File: config.mk
export PLATFORM = sky130hd
export DESIGN_NAME = mem_responder
export DESIGN_NICKNAME = d
export VERILOG_FILES = /design/src/rtl/mem_if_pkg.sv /design/src/rtl/mem_array.sv /design/src/rtl/mem_responder.sv
export SDC_FILE = /design/constraint.sdc
export NUM_CORES = 2
export LEC_CHECK = 0
export CORE_MARGIN = 5
export CORE_UTILIZATION = 50
export DETAILED_ROUTE_END_ITERATION = 16
export PLACE_DENSITY = 0.71
export SLEW_MARGIN = 25
export SYNTH_ARGS = -nofsm -noshare
export SYNTH_HDL_FRONTEND = slang
export SYNTH_HIERARCHICAL = 1
export SYNTH_SLANG_ARGS = --single-unit
File: constraint.sdc
create_clock -name clk -period 3.6 [get_ports clk]
set_input_delay 0.36 -clock clk [delete_from_list [all_inputs] [get_ports clk]]
set_output_delay 0.36 -clock clk [all_outputs]
set_load 0.02 [all_outputs]
File: src/rtl/mem_if_pkg.sv
// Shared definitions for the CPU memory handshake: responder states and
// MEM_RW / MFC encodings, plus default bus widths used by the datapath.
package mem_if_pkg;

    typedef enum logic [1:0] {
        IDLE     = 2'd0,
        ACCESS   = 2'd1,
        COMPLETE = 2'd2
    } mem_state_t;

    localparam logic MEM_RW_READ  = 1'b1;
    localparam logic MEM_RW_WRITE = 1'b0;
    localparam logic MFC_ACTIVE   = 1'b0;

    localparam int DEF_DATA_W = 16;
    localparam int DEF_ADDR_W = 8;

endpackage

File: src/rtl/mem_array.sv
// Single-port synchronous RAM, DEPTH x DATA_W, with registered read port.
// Addresses at or above DEPTH read as zero and drop writes.
module mem_array
    import mem_if_pkg::*;
#(
    parameter int DATA_W = DEF_DATA_W,
    parameter int ADDR_W = DEF_ADDR_W,
    parameter int DEPTH  = 256
) (
    input  logic              clk,
    input  logic              rst_n,
    input  logic              we,
    input  logic              re,
    input  logic [ADDR_W-1:0] addr,
    input  logic [DATA_W-1:0] wdata,
    output logic [DATA_W-1:0] rdata
);

    localparam logic [ADDR_W:0] DEPTH_L = (ADDR_W+1)'(DEPTH);

    logic [DATA_W-1:0] mem [DEPTH];
    logic              in_range;

    assign in_range = ({1'b0, addr} < DEPTH_L);

    // Storage is intentionally not reset.
    always_ff @(posedge clk) begin
        if (we && in_range) begin
            mem[addr] <= wdata;
        end
    end

    always_ff @(posedge clk or negedge rst_n) begin
        if (!rst_n) begin
            rdata <= '0;
        end else if (re) begin
            rdata <= in_range ? mem[addr] : '0;
        end
    end

endmodule

File: src/rtl/mem_responder.sv
// Memory-side responder: accepts a request strobe, performs the access after
// LATENCY edges and pulses MFC low. Optional err port: MEM_RESPONDER_BUSY_ERR_EN.
//   state    | meaning
//   IDLE     | waiting for MEM_EN
//   ACCESS   | request latched, counting down to the access edge
//   COMPLETE | access done, MFC low for this one cycle
module mem_responder
    import mem_if_pkg::*;
#(
    parameter int DATA_W  = DEF_DATA_W,
    parameter int ADDR_W  = DEF_ADDR_W,
    parameter int DEPTH   = 256,
    parameter int LATENCY = 2
) (
    input  logic              clk,
    input  logic              reset,
    input  logic              MEM_EN,
    input  logic              MEM_RW,
    input  logic [ADDR_W-1:0] addr,
    input  logic [DATA_W-1:0] wdata,
    output logic [DATA_W-1:0] rdata,
    output logic              MFC,
    output logic              busy
`ifdef MEM_RESPONDER_BUSY_ERR_EN
    ,
    output logic              err
`endif
);

    localparam int              CNT_W    = $clog2(LATENCY) + 1;
    localparam logic [CNT_W-1:0] CNT_INIT = CNT_W'(LATENCY - 1);

    mem_state_t        state, state_next;
    logic [CNT_W-1:0]  cnt, cnt_next;
    logic [ADDR_W-1:0] lat_addr;
    logic [DATA_W-1:0] lat_wdata;
    logic              lat_rw;
    logic              accept;
    logic              fire;

    always_ff @(posedge clk or negedge reset) begin
        if (!reset) begin
            state <= IDLE;
            cnt   <= '0;
        end else begin
            state <= state_next;
            cnt   <= cnt_next;
        end
    end

    always_comb begin
        state_next = state;
        cnt_next   = cnt;
        accept     = 1'b0;
        fire       = 1'b0;
        case (state)
            IDLE: begin
                if (MEM_EN) begin
                    accept     = 1'b1;
                    cnt_next   = CNT_INIT;
                    state_next = ACCESS;
                end
            end
            ACCESS: begin
                if (cnt == '0) begin
                    fire       = 1'b1;
                    state_next = COMPLETE;
                end else begin
                    cnt_next = cnt - 1'b1;
                end
            end
            COMPLETE: state_next = IDLE;
            default:  state_next = IDLE;
        endcase
    end

    // Request fields are captured at accept so the bus may change afterwards.
    always_ff @(posedge clk or negedge reset) begin
        if (!reset) begin
            lat_addr  <= '0;
            lat_wdata <= '0;
            lat_rw    <= MEM_RW_READ;
        end else if (accept) begin
            lat_addr  <= addr;
            lat_wdata <= wdata;
            lat_rw    <= MEM_RW;
        end
    end

    assign busy = (state != IDLE);
    assign MFC  = (state == COMPLETE) ? MFC_ACTIVE : ~MFC_ACTIVE;

    mem_array #(
        .DATA_W (DATA_W),
        .ADDR_W (ADDR_W),
        .DEPTH  (DEPTH)
    ) u_mem_array (
        .clk   (clk),
        .rst_n (reset),
        .we    (fire && (lat_rw == MEM_RW_WRITE)),
        .re    (fire && (lat_rw == MEM_RW_READ)),
        .addr  (lat_addr),
        .wdata (lat_wdata),
        .rdata (rdata)
    );

`ifdef MEM_RESPONDER_BUSY_ERR_EN
    localparam logic [ADDR_W:0] DEPTH_L = (ADDR_W+1)'(DEPTH);

    logic addr_in_range;
    assign addr_in_range = ({1'b0, addr} < DEPTH_L);

    always_ff @(posedge clk or negedge reset) begin
        if (!reset) begin
            err <= 1'b0;
        end else if ((MEM_EN && busy) || (accept && !addr_in_range)) begin
            err <= 1'b1;
        end
    end
`endif

endmodule

=== Yosys cells after proc, flatten, opt, wreduce, memory -nomap -nowiden ===
Memories as Yosys holds them, arrays and structs flattened. A register that Yosys moved wholly into a read port is not among the register bits.
Index checks and enable logic that the tools add are counted.

* Memories kept: 1
* Output and inout port bits: 18
* Flip-flop bits (word level): 29
* Memory bits (writable): 4,096
* Input port bits: 28

* Add/sub/neg operators: 1
* Reduce and logical (&&, ||, !) cells: 9
* Multiplexer cells: 12
* Equality and inequality tests: 5
* Bitwise operators: 1

{| class="wikitable"
|+ Memories
! memory !! depth !! width !! read ports !! clocked after Yosys merged registers in !! wr ports !! line !! source
|-
| u_mem_array.mem || 256 || 16 || 1 || 1 || 1 || mem_array.sv:21 || <nowiki>logic [DATA_W-1:0] mem [DEPTH];</nowiki>
|}

{| class="wikitable"
|+ Operators by type and width
! operator !! number
|-
| one-hot mux 2 bit (2 select lines) || 2
|-
| two-way mux 1 bit || 7
|-
| two-way mux 2 bit || 3
|-
| inequality test 2 bit (second input constant) || 3
|-
| zero test 2 bit || 2
|-
| nonzero test 2 bit || 2
|-
| AND reduction 3 bit || 1
|-
| equality test 2 x 1 -> 1 bit (second input constant) || 1
|-
| equality test 2 bit (second input constant) || 1
|-
| logical AND 1 bit || 2
|-
| AND reduction 2 bit || 1
|-
| subtractor 2 x 1 -> 2 bit (second input constant) || 1
|-
| zero test 1 bit || 1
|-
| NOT 1 bit || 1
|}

=== Logic depth before layout (Yosys ltp) ===
* Word-level depth: 6
* Depth in mapped cells: 12
* Depth with buffers taken out: 8

=== Cells and area by module ===
Netlist, hierarchy kept.

{| class="wikitable"
|+ By module, submodules not included
! module !! seq. area each (sq um) !! area each (sq um) !! times used !! cells each
|-
| mem_array || 123,398.3 || 157,900.2 || 1 || 7,003
|-
| mem_responder || 726.9 || 1,184.9 || 1 || 76
|}

=== Worst setup path before layout ===
No wires, ideal clock.

* Path kind: reg2reg
* From: register lat_wdata[0]
* To: memory u_mem_array/mem[0][0] (netlist name) (data pin)
* Clock period less this slack: 3.984 ns
* Slack: -0.384 ns
* Data required time: 2.797 ns
* Buffers on the path: 0
* Stages on the path, launching flop included: 1
* Setup time: 0.803 ns
* Data arrival time: 3.181 ns
* Cells stage by stage: dfrtp_1

{| class="wikitable"
|+ RTL lines
! element !! line !! source
|-
| start: declaration || mem_responder.sv:36 || <nowiki>logic [DATA_W-1:0] lat_wdata;</nowiki>
|-
| start signal: assignment || mem_responder.sv:85 || <nowiki>lat_wdata <= wdata;</nowiki>
|-
| end: declaration || mem_array.sv:21 ||
|}

Straight into the memory's write port.

==> results.yml <==
floorplanning:
  rows: 207
  core_um2: 318000
  die_h_um: 574
  dieArea_um2: 330000
  start_util: 0.501
  fp.dieW_um: 574
  ios: 46
synth:
  async_flop_share: 0.0109
  ys_ff_latch: 4141
  yosys.area.top_type_share: 0.773
  yosys.cell_count.top_type: "edfxtp_1"
  synth_cell_types: 68
  synthTopCellsByCount: "edfxtp_1 (4096), mux4_2 (984), mux2i_1 (307), nor2_1 (263), buf_2 (138)"
  syn-num-nets: 7108
  yosys.area.top_type: "edfxtp_1"
  synth_warnings: 6
  syn-cell-area_um2: 159000
  synth_edf_count: 4096
  ys.flop_type: "edfxtp_1"
  synth_area_leaders: "edfxtp_1 (77%), mux4_2 (14%), mux2i_1 (1.9%)"
  postSynthCellCount: 7079
  avgSynthCellArea_um2: 22.5
  ys_seq_area_frac: 0.780
hold_path:
  hold_class: "in2reg"
power_and_ir_drop:
  p_clk_frac: 0.266
  switching_share: 0.333
  p_switching_mw: 51.1
  combinationalPowerShare: 0.324
  leakage_nw: 58.2
  p_per_area_nw_per_um2: 836
  ir_drop_mv: 0.866
  p_seq_frac: 0.409
  intPower_mw: 103
timing:
  finalSetupViolCount: 2
  worstMarginPinSlew_ns: 1.08
  hold_violations: 0
  tns_ns: -0.0232
  drv_slew: 0
  max_slew_margin: 0.281
  fin_worst_skew_ns: 0.102
  fin_crit_ns: 3.62
  max_freq_mhz: 276
  rsz0062_at_grt: "no"
  timing.final.crit_share: 1.01
  fin_hold_ws_ns: 0.0468
  timing.final.ws_setup_ns: -0.0193
grt:
  grt_use_met1: 0.358
  met2_usage: 0.397
  grt.busiest_layer: "met2"
  grt.overflow.total: 0
  antenna_found_initial: 25
  grt_pass1_vias: 80100
  gr-usage-met3: 0.0648
  grt_pass1_wl_mm: 609
  grt.total_usage: 0.257
  grt_max_degree: 137
clock_network:
  cts_tree: "done"
  numCtsBuffers: 399
  cts_root_buf: "clkbuf_16"
  post_cts_buffers: 0
  worstSkewPairLatency_ns: 0.95
  clk_pin_slew_ns: 0.06
  clk_path_buf_depth: 4
  cts.sink_count: 4141
  htreeDepth: 5
route:
  wire_per_inst_um: 34.6
  vias: 80900
  drc: 0
  drt_iter0_drc: 12900
  wl_mm: 429
  vias_per_cell: 6.52
  dr.pass1.iters: 6
  ant_nets: 0
worst_setup_path:
  cp-start-kind: "register"
  cp_max_fo: 6
  critPathKind: "reg2reg"
  cp.required_ns: 4.45
  critPathCaptureType: "register"
  arrival_ns: 4.47
place:
  place_hpwl_mm: 267
  dp_slack_ns: -0.489
  numPortBuffers: 45
  place_congestion: 0.883
run_status:
  violations: "setup timing"
  status: "finished, violations left"
cells_and_area:
  syn_to_final_growth_pct: 15.5
  fillers: 22000
  fin_nets: 7924
  drive_gt1_frac: 0.309
flow_run:
  maxCapViolCount: 0
-- metal layers --
layer | vias up | share of wire | routed length [um]
li1 | 31800 | - | -
met1 | 42700 | 0.36 | 155000
met2 | 5450 | 0.47 | 202000
met3 | 946 | 0.12 | 52400
met4 | 8 | 0.047 | 20100
met5 | - | 0.00051 | 217
-- registers in the layout (all words and copies together) (netlist names) --
register           count
lat_rw                 1
lat_addr               8
u_mem_array/rdata     16
state                  2
lat_wdata             16
u_mem_array/mem     4096
cnt                    2
-- metrics by stage --
| stage | std cells | utilization | total power, mW | instance area [um^2] |
|---|---|---|---|---|
| finish | 12400 | 0.579 | 154 | 184000 |
| detailed placement | 11700 | 0.537 | 112 | 171000 |
| global placement | 11700 | 0.537 | 111 | 171000 |
| floorplan | 7079 | - | 90.5 | 159000 |
| CTS | 12400 | 0.578 | 153 | 184000 |
| global route | 12400 | 0.579 | 158 | 184000 |
-- power by group through the flow --
stage | Sequential (mW) | Clock, mW | Combinational [mW]
floorplan | 66.0 | 0 | 24.4
global placement | 64.0 | 0 | 47.2
detailed placement | 64.2 | 0 | 48.1
CTS | 63.1 | 41.4 | 48.5
global route | 62.9 | 43.5 | 51.5
finish | 62.9 | 40.9 | 49.8
-- area by class of cell --
type	instances	area, um^2	area share
inverter	7	36.3	0.000197
clock buffer	471	10300	0.0562
timing repair buffer	824	8400	0.0457
clock inverter	261	2410	0.0131
multi-input combinational	2522	33200	0.181
tap	4180	5230	0.0285
sequential	4141	124000	0.676
antenna	8	20.0	0.000109
-- final timing paths --
kind                             startpoint               endpoint  slack, ns  cells past startpoint
worst max-delay path            lat_addr[6]  u_mem_array/rdata[12]      -0.02                      8
worst min-delay path              wdata[15]          lat_wdata[15]       0.05                      2
worst max register to register  lat_addr[6]  u_mem_array/rdata[12]      -0.02                      8
worst min register to register       cnt[1]                 cnt[1]       0.53                      1
max in group asynchronous             reset            lat_addr[3]       2.84                      3
min in group asynchronous             reset          lat_wdata[13]       0.14                      3
-- critical path: stages (launching register included) --
cell and delay (ns):
dfrtp_1 0.50, nor2_1 0.78, and3_1 0.82, a22oi_1 0.20, buf_4 0.20, nand3_1 0.07, nand3_1 0.33, and4bb_1 0.46
o22ai_1 0.16
-- cells in the final DEF, fill, tap and decap left out, types with 10 or more instances in the layout --
cell type,synthesis,layout
bufinv_16,0,35
nor2_1,263,232
mux2i_1,307,304
nand3_1,46,41
mux2_1,10,10
a31oi_1,23,18
o211ai_1,13,13
a32oi_1,37,37
nor3_2,0,39
clkinv_1,0,104
o21ai_0,49,48
clkbuf_1,125,68
buf_12,0,156
nor3_1,63,24
clkinvlp_4,0,16
o221ai_1,32,31
edfxtp_1,4096,4096
and2_1,18,15
o22a_1,29,29
a211oi_1,25,24
clkbuf_16,0,404
nand2_1,133,131
clkinv_2,0,85
dfrtp_4,0,21
nor4_2,0,12
dlygate4sd3_1,0,10
mux2_2,66,66
buf_4,79,604
a21oi_1,62,60
nor2_2,0,30
o22ai_1,127,119
o21ai_1,11,11
dfrtp_1,44,23
a22oi_1,77,76
mux4_2,984,984
or3_1,16,15
clkdlybuf4s50_1,0,44
-- cell families after synthesis --
family,synth area share
AOI/OAI and AO/OA,0.0232
and+or+nand+nor,0.0176
muxes,0.164
DFF,0.780
buffers and inverters,0.0148
adders and majority gates,0.0000786
-- timing repair --
action	4_1_cts	5_1_grt
endpoints found under the hold margin	54	0
gates resized for setup	24	28
pin swaps	0	2
hold buffers	10	0
setup endpoints to repair	11	11
gates cloned	0	2
No activity file was read; power rests on OpenSTA's default activity.
